`src/rtl/regfile_sequencer_if.sv`:
```
// Instruction-source and register-file signals between regfile_sequencer and its neighbours.
// The master modport is the sequencer's view; the slave modport is the environment's view.
interface regfile_sequencer_if;
    logic        InstrValid;
    logic [31:0] Instruction;
    logic        InstrReady;
    logic        RegWrite;
    logic [1:0]  ReadReg1;
    logic [1:0]  ReadReg2;
    logic [1:0]  WriteReg;
    logic [31:0] WriteData;
    logic [31:0] ReadData1;
    logic [31:0] ReadData2;
    logic        Done;
    logic        Error;

    modport master (
        input  InstrValid, Instruction, ReadData1, ReadData2,
        output InstrReady, RegWrite, ReadReg1, ReadReg2, WriteReg, WriteData, Done, Error
    );

    modport slave (
        output InstrValid, Instruction, ReadData1, ReadData2,
        input  InstrReady, RegWrite, ReadReg1, ReadReg2, WriteReg, WriteData, Done, Error
    );
endinterface

```
`src/rtl/regfile_sequencer.sv`:
```
// Register-file initiator: one instruction at a time, READ/EXEC/WRITE, Done 4 cycles after accept.
// InstrReady is high only in IDLE; NOP and illegal opcodes retire in 1 cycle and keep it high.
module regfile_sequencer (
    input  logic                 Clk,
    input  logic                 Reset,
    regfile_sequencer_if.master  bus
);
    typedef enum logic [1:0] {IDLE, READ, EXEC, WRITE} state_t;

    localparam logic [3:0] OP_NOP  = 4'h0;
    localparam logic [3:0] OP_ADD  = 4'h1;
    localparam logic [3:0] OP_SUB  = 4'h2;
    localparam logic [3:0] OP_AND  = 4'h3;
    localparam logic [3:0] OP_OR   = 4'h4;
    localparam logic [3:0] OP_XOR  = 4'h5;
    localparam logic [3:0] OP_ADDI = 4'h6;
    localparam logic [3:0] OP_SLT  = 4'h7;
    localparam logic [3:0] OP_LUI  = 4'h8;

    state_t      state_q, state_d;
    logic [3:0]  op_q, op_d;
    logic [1:0]  rd_q, rd_d;
    logic [15:0] imm_q, imm_d;
    logic        instr_ready_q, instr_ready_d;
    logic        reg_write_q, reg_write_d;
    logic [1:0]  read_reg1_q, read_reg1_d;
    logic [1:0]  read_reg2_q, read_reg2_d;
    logic [1:0]  write_reg_q, write_reg_d;
    logic [31:0] write_data_q, write_data_d;
    logic        done_q, done_d;
    logic        error_q, error_d;

    logic [3:0]  op_in;
    logic [31:0] alu_result;
    logic        unused_instr_bits;

    assign op_in             = bus.Instruction[31:28];
    assign unused_instr_bits = ^bus.Instruction[21:16];

    always_comb begin
        alu_result = 32'h0;
        case (op_q)
            OP_ADD:  alu_result = bus.ReadData1 + bus.ReadData2;
            OP_SUB:  alu_result = bus.ReadData1 - bus.ReadData2;
            OP_AND:  alu_result = bus.ReadData1 & bus.ReadData2;
            OP_OR:   alu_result = bus.ReadData1 | bus.ReadData2;
            OP_XOR:  alu_result = bus.ReadData1 ^ bus.ReadData2;
            OP_ADDI: alu_result = bus.ReadData1 + {{16{imm_q[15]}}, imm_q};
            OP_SLT:  alu_result = {31'h0, ($signed(bus.ReadData1) < $signed(bus.ReadData2))};
            OP_LUI:  alu_result = {imm_q, 16'h0};
            default: alu_result = 32'h0;
        endcase
    end

    always_comb begin
        state_d       = state_q;
        op_d          = op_q;
        rd_d          = rd_q;
        imm_d         = imm_q;
        instr_ready_d = 1'b0;
        reg_write_d   = 1'b0;
        read_reg1_d   = read_reg1_q;
        read_reg2_d   = read_reg2_q;
        write_reg_d   = write_reg_q;
        write_data_d  = write_data_q;
        done_d        = 1'b0;
        error_d       = 1'b0;

        case (state_q)
            IDLE: begin
                instr_ready_d = 1'b1;
                if (bus.InstrValid) begin
                    // NOP and illegal opcodes retire here without touching any register-file port.
                    if (op_in > OP_LUI) begin
                        error_d = 1'b1;
                    end else if (op_in == OP_NOP) begin
                        done_d = 1'b1;
                    end else begin
                        op_d          = op_in;
                        rd_d          = bus.Instruction[27:26];
                        imm_d         = bus.Instruction[15:0];
                        read_reg1_d   = bus.Instruction[25:24];
                        read_reg2_d   = bus.Instruction[23:22];
                        instr_ready_d = 1'b0;
                        state_d       = READ;
                    end
                end
            end
            READ: begin
                state_d = EXEC;
            end
            EXEC: begin
                write_data_d = alu_result;
                write_reg_d  = rd_q;
                reg_write_d  = 1'b1;
                state_d      = WRITE;
            end
            WRITE: begin
                done_d        = 1'b1;
                instr_ready_d = 1'b1;
                state_d       = IDLE;
            end
            default: begin
                instr_ready_d = 1'b1;
                state_d       = IDLE;
            end
        endcase
    end

    always_ff @(posedge Clk or negedge Reset) begin
        if (!Reset) begin
            state_q       <= IDLE;
            op_q          <= 4'h0;
            rd_q          <= 2'h0;
            imm_q         <= 16'h0;
            instr_ready_q <= 1'b1;
            reg_write_q   <= 1'b0;
            read_reg1_q   <= 2'h0;
            read_reg2_q   <= 2'h0;
            write_reg_q   <= 2'h0;
            write_data_q  <= 32'h0;
            done_q        <= 1'b0;
            error_q       <= 1'b0;
        end else begin
            state_q       <= state_d;
            op_q          <= op_d;
            rd_q          <= rd_d;
            imm_q         <= imm_d;
            instr_ready_q <= instr_ready_d;
            reg_write_q   <= reg_write_d;
            read_reg1_q   <= read_reg1_d;
            read_reg2_q   <= read_reg2_d;
            write_reg_q   <= write_reg_d;
            write_data_q  <= write_data_d;
            done_q        <= done_d;
            error_q       <= error_d;
        end
    end

    assign bus.InstrReady = instr_ready_q;
    assign bus.RegWrite   = reg_write_q;
    assign bus.ReadReg1   = read_reg1_q;
    assign bus.ReadReg2   = read_reg2_q;
    assign bus.WriteReg   = write_reg_q;
    assign bus.WriteData  = write_data_q;
    assign bus.Done       = done_q;
    assign bus.Error      = error_q;
endmodule

```
`src/flat_wrapper.sv`:
```
// flat-port wrapper written by rule: the top's interface ports become plain ports
module regfile_sequencer_flat 
  (Clk, Reset, bus_InstrValid, bus_Instruction, bus_ReadData1, bus_ReadData2, bus_InstrReady, bus_RegWrite, bus_ReadReg1, bus_ReadReg2, bus_WriteReg, bus_WriteData, bus_Done, bus_Error);
  regfile_sequencer_if bus_i ();
  input  logic Clk;
  input  logic Reset;
  input wire logic [$bits(bus_i.InstrValid)-1:0] bus_InstrValid;
  input wire logic [$bits(bus_i.Instruction)-1:0] bus_Instruction;
  input wire logic [$bits(bus_i.ReadData1)-1:0] bus_ReadData1;
  input wire logic [$bits(bus_i.ReadData2)-1:0] bus_ReadData2;
  output wire logic [$bits(bus_i.InstrReady)-1:0] bus_InstrReady;
  output wire logic [$bits(bus_i.RegWrite)-1:0] bus_RegWrite;
  output wire logic [$bits(bus_i.ReadReg1)-1:0] bus_ReadReg1;
  output wire logic [$bits(bus_i.ReadReg2)-1:0] bus_ReadReg2;
  output wire logic [$bits(bus_i.WriteReg)-1:0] bus_WriteReg;
  output wire logic [$bits(bus_i.WriteData)-1:0] bus_WriteData;
  output wire logic [$bits(bus_i.Done)-1:0] bus_Done;
  output wire logic [$bits(bus_i.Error)-1:0] bus_Error;
  assign bus_i.InstrValid = bus_InstrValid;
  assign bus_i.Instruction = bus_Instruction;
  assign bus_i.ReadData1 = bus_ReadData1;
  assign bus_i.ReadData2 = bus_ReadData2;
  assign bus_InstrReady = bus_i.InstrReady;
  assign bus_RegWrite = bus_i.RegWrite;
  assign bus_ReadReg1 = bus_i.ReadReg1;
  assign bus_ReadReg2 = bus_i.ReadReg2;
  assign bus_WriteReg = bus_i.WriteReg;
  assign bus_WriteData = bus_i.WriteData;
  assign bus_Done = bus_i.Done;
  assign bus_Error = bus_i.Error;
  regfile_sequencer u_core (.Clk(Clk), .Reset(Reset), .bus(bus_i));
endmodule
```
`config.mk`:
```
export PLATFORM = sky130hd
export DESIGN_NAME = regfile_sequencer_flat
export DESIGN_NICKNAME = d
export VERILOG_FILES = /design/src/rtl/regfile_sequencer_if.sv /design/src/rtl/regfile_sequencer.sv /design/src/flat_wrapper.sv
export SDC_FILE = /design/constraint.sdc
export NUM_CORES = 1
export LEC_CHECK = 0
export ABC_AREA = 1
export ABC_CLOCK_PERIOD_IN_PS = 3800
export BUFFER_PORTS_ARGS = -buffer_cell sky130_fd_sc_hd__buf_2
export CAP_MARGIN = 40
export CORE_UTILIZATION = 50
export DETAILED_ROUTE_END_ITERATION = 12
export GPL_TIMING_DRIVEN = 1
export PLACE_DENSITY = 0.71
export SLEW_MARGIN = 30
export SYNTH_ARGS = -nofsm -noshare
export SYNTH_HDL_FRONTEND = slang
export SYNTH_SLANG_ARGS = --single-unit
```
`constraint.sdc`:
```
create_clock -name Clk -period 3.8 [get_ports Clk]
set_clock_uncertainty 0.2 [all_clocks]
set_input_delay 0.95 -clock Clk [delete_from_list [all_inputs] [get_ports Clk]]
set_output_delay 0.95 -clock Clk [all_outputs]
set_load 0.005 [all_outputs]
```
Yosys cells after proc, flatten, opt, wreduce, memory -nomap -nowiden. Index checks and enable logic that the tools add are counted.

Flip-flop bits (word level): 66. Logic and storage cells: 56. Output and inout port bits: 42.

Equality and inequality tests: 14. Multiplexer cells: 16. $lt $le $gt $ge: 2. Add/subtract/negate cells: 3. Reduce and logical (&&, ||, !) cells: 4. Bitwise operators: 5.

Operators by type and width (number): case mux 32 bit (8 select lines) (1); adder 32 bit (2); AND 32 bit (1); less-than comparator 32 bit (1); OR 32 bit (1); subtractor 32 bit (1); XOR 32 bit (1); equality test 4 x 3 -> 1 bit (second input constant) (4); 2-to-1 mux 1 bit (9); equality test 4 x 2 -> 1 bit (second input constant) (2); case mux 2 bit (4 select lines) (1); 2-to-1 mux 2 bit (3); inequality test 2 bit (second input constant) (3); equality test 2 bit (second input constant) (2); equality test 4 x 1 -> 1 bit (second input constant) (1); equality test 4 bit (second input constant) (1); > comparator 4 bit (second input constant) (1); zero test 4 bit (1); case mux 1 bit (2 select lines) (2); AND reduction 4 bit (1); AND reduction 3 bit (1); equality test 2 x 1 -> 1 bit (second input constant) (1); zero test 2 bit (1); NOT 1 bit (2).

Longest topological paths before layout.
Depth after elaboration: 5. Depth in mapped cells: 23. Mapped depth without buffers: 22.

Worst setup path after synthesis. No wires, ideal clock.

Path kind: input to register. Start: in bus_ReadData2[0]. End: reg u_core.write_data_q[8], in the netlist u_core.bus.WriteData[8]. Slack: 883 ps. Cell stages on the path: 13. Data arrival time: 2600 ps. Required time: 3483 ps. Cell sequence: nand2_1 o21ai_0 ha_1 fa_1 nand3_1 nand3_2 nand2_1 nand3_1 or2_2 nand3_1 nand3_1 nand2_1 nand2_1.

Word-level cells in the longest chain between the ends: 2. Elaborated cells between the ends (all ways): 3. Those cells by class: add/sub: 2; mux: 1.

RTL lines: from (decl) (RTL line flat_wrapper.sv:10) `input wire logic [$bits(bus_i.ReadData2)-1:0] bus_ReadData2;`; subtractor 32 bit / adder 32 bit (equally long branches) (RTL line regfile_sequencer.sv:44, regfile_sequencer.sv:43); case mux 32 bit (8 select lines) * (RTL line regfile_sequencer.sv:42) `case (op_q)`; to (signal assigned) (RTL line regfile_sequencer.sv:134) `write_data_q <= write_data_d;`; to (decl) (RTL line regfile_sequencer.sv:29) `logic [31:0] write_data_q, write_data_d;`.

Every way passes the cells marked *; elsewhere a longest branch is shown, timed or not. A chain may end at the register's enable or synchronous reset.

Worst setup path after layout.
Start: reg u_core.op_q[1]. End: reg u_core.write_data_q[27], in the netlist u_core.bus.WriteData[27].

Word-level cells in the longest chain between the ends: 2. Elaborated cells between the ends (all ways): 9. Those cells by class: eq/ne: 8; mux: 1.

RTL lines: from (decl) (RTL line regfile_sequencer.sv:21) `logic [3:0] op_q, op_d;`; from (signal assigned) (RTL line regfile_sequencer.sv:126) `op_q <= op_d;`; equality test 4 bit (tied with other cells) (RTL line regfile_sequencer.sv:42); case mux 32 bit (8 select lines) * (RTL line regfile_sequencer.sv:42).

Marks and branches as above.

==> reports/qor.txt <==
post-synthesis cell count - 1661
global-route wire length before repair - 50800 µm
die area - 20000 µm²
Yosys cell types - 48
syn_area_per_cell - 5.86 µm²
number of diodes - 0
Area Growth Syn to Fin - 13.0%
CTS Buffer Depth - 2
TritonCTS clock tree - done
Req. time, crit path - 3820 ps
status - completed
Sink Count - 66
via count of the first global-routing pass - 9537
DR DRC count - 0
Syn Nets - 1900
Post-synth top flop - dfrtp_1
routed vias - 10700
Seq/Total Area, Yosys - 17.0%
Post-Place Cells - 2035
worst vdd ir - 354 µV
Die X - 142 µm
WS Path Type - reg -> reg
Mapped Area - 9740 µm²
fin crit share - 91.3%
largest net degree at the start of global routing - 67
RSZ-0062 raised after global routing - false
Power Dens Cells - 435 nW/µm²
DRT antenna net count - 0
yosys warns - 0
CP arrival - 3490 ps
fmax - 0.288 GHz
MaxCap Viol Count - 0
Worst-Skew Late Latency - 330 ps
drt via density - 5.20
CP Capture Type - register
post-layout min period - 3470 ps
all-layer global routing usage - 33.6%
final hold violation count - 0
setup violators final - 0
Startpoint Class - register
DIE HEIGHT - 142 µm
Remaining Overflow, GRT - 0
commonest non-fill, non-tap cell in the layout - nand2_1
number of flops mapped to enable cells by yosys - 0
initial antenna violation count - 0
Sum Neg Setup Slack - 0 ps
Site Rows - 50
Yosys reg bits - 66
DRT iter0 DRCs - 807
global placement routability congestion - 0.971
Port Buffers - 134
Final Routed Wirelength - 33300 µm
critical-path maximum fanout - 32
fillers - 2035
Final Max Tran Viols - 0
cell leakage power - 6.85 nW
Initial Utilization - 51.5%
drt pass-1 iters - 5
relative slew slack - 46.9%
Hold Crit Class - reg -> reg
post-DP HPWL - 27700 µm
fin nets - 2026
clock-pin slew of the registers on the worst-case setup and hold paths - 60 ps
cts hold-fix bufs - 0
share of cells above drive strength 1 - 10.9%
CTS Root Cell - clkbuf_16
actual slew at the worst max-slew pin - 796 ps
CTS buffer count - 9
async set or reset register ratio after synthesis - 100%
Non-Filler Instances - 2052
most frequent cells in the layout - nand2_1 (551), inv_1 (339), ha_1 (138), nor2_1 (137), buf_2 (134)
average routed wire per standard cell - 16.2 µm
IO Pins - 141
Core ar. - 18900 µm²
CTS H-tree depth - 3
-- critical path, stage by stage (launching register included) --
cell	delay [ps]
dfrtp_1	430
inv_2	90
nor2_4	150
nand2_8	190
inv_8	210
nand2_4	170
o21ai_0	120
inv_1	60
ha_1	360
nand2_1	120
nor2_1	240
nand2_1	130
nor4_1	180
nand2_1	110
nand2_1	70
nand2_1	50
nand3_1	130
nand3_1	190
nand2_1	100
nand2_1	50
-- timing repair --
| action | 4_1_cts | 5_1_grt |
|---|---|---|
| endpoints found under the hold margin | 0 | 0 |
| setup buffers | 0 | 0 |
| endpoints found under the setup margin | 0 | 3 |
| resized for setup | 0 | 1 |
-- metal layers --
layer	wire length [µm]	up-vias	global-route usage [%]
met5	0	-	0
met2	15500	389	56.9
met4	1760	0	17.0
met1	13900	4775	42.3
met3	2120	71	3.64
li1	-	5435	-
-- layout make-up --
class,instances,area (µm²),share of cell area [%]
multi-input cells,1218,6630,60.3
inverters,347,1310,11.9
clock buffers,11,243,2.21
repair buffers,145,793,7.21
flip-flops and latches,66,1650,15.0
clock inverters,5,38.8,0.353
well taps,260,325,2.96
-- cells in the mapped netlist (3+ instances only) --
cell	count	area, µm²
nand2_1	551	2070
inv_1	339	1270
ha_1	138	1730
nor2_1	137	514
nand3_1	114	571
a21oi_1	84	420
dfrtp_1	65	1630
o21ai_0	56	280
o22ai_1	29	181
clkbuf_1	14	52.6
nand4_1	11	68.8
buf_2	10	50.1
nor3_1	10	50.1
or2_2	10	62.6
a211oi_1	9	67.6
nand3b_1	9	67.6
a221oi_1	8	70.1
o21bai_1	7	52.6
mux2_2	6	67.6
inv_2	5	18.8
a31oi_1	4	25.0
nor4_1	4	25.0
o211ai_1	3	22.5
o311ai_1	3	26.3
-- cells by family (layout without fill, tap and decap cells) --
kind of cell / Yosys count / after routing / synth area share [%]
and+or+nand+nor: 859 / 859 / 36.5
buffers and inverters: 377 / 508 / 15.0
AOI/OAI and AO/OA: 211 / 211 / 12.5
adders and majority gates: 140 / 140 / 18.1
DFF: 66 / 66 / 17.0
muxes: 6 / 6 / 0.694
xor gates and xnor gates: 2 / 2 / 0.180
-- sequential cells by signal, summed over array words and instances (netlist names), 2 cells and up --
register              count
u_core.bus.WriteReg       2
u_core.rd_q               2
u_core.imm_q             16
u_core.bus.WriteData     32
u_core.state_q            2
u_core.op_q               4
u_core.bus.ReadReg1       2
u_core.bus.ReadReg2       2
-- report_power, final --
group | leakage, nW | switching, mW | internal, mW | total (mW)
registers | 0.820 | 0.146 | 1.02 | 1.17
clock network | 0.124 | 0.312 | 0.461 | 0.773
logic | 5.91 | 1.90 | 0.937 | 2.84
-- per-stage QoR --
step / util (%) / setup WS [ps] / hold slack [ps] / cell area (µm²) / power [mW]
CTS: 58.0 / 287 / 272 / 11000 / 4.77
global route: 58.2 / 44.9 / 284 / 11000 / 5.17
detailed placement: 56.5 / 169 / 253 / 10700 / 3.98
global placement: 56.4 / 226 / 247 / 10700 / 3.92
finish: 58.2 / 332 / 272 / 11000 / 4.78
floorplan: - / 883 / 240 / 9740 / 2.93
-- final timing paths --
path | from | to | slack [ps] | cells after the start
setup / recovery | u_core.op_q[1]$_DFFE_PN0P_ | u_core.bus.WriteData[27]$_DFFE_PN0P_ | 330 | 19
setup reg to reg | u_core.op_q[1]$_DFFE_PN0P_ | u_core.bus.WriteData[27]$_DFFE_PN0P_ | 330 | 19
hold reg to reg | u_core.bus.WriteData[24]$_DFFE_PN0P_ | u_core.bus.WriteData[24]$_DFFE_PN0P_ | 270 | 2
hold / removal | u_core.bus.WriteData[24]$_DFFE_PN0P_ | u_core.bus.WriteData[24]$_DFFE_PN0P_ | 270 | 2
min in group asynchronous | Reset | u_core.bus.WriteData[2]$_DFFE_PN0P_ | 360 | 2
max in group asynchronous | Reset | u_core.bus.InstrReady$_DFF_PN1_ | 2480 | 3
(Power assumes the default switching activity.)
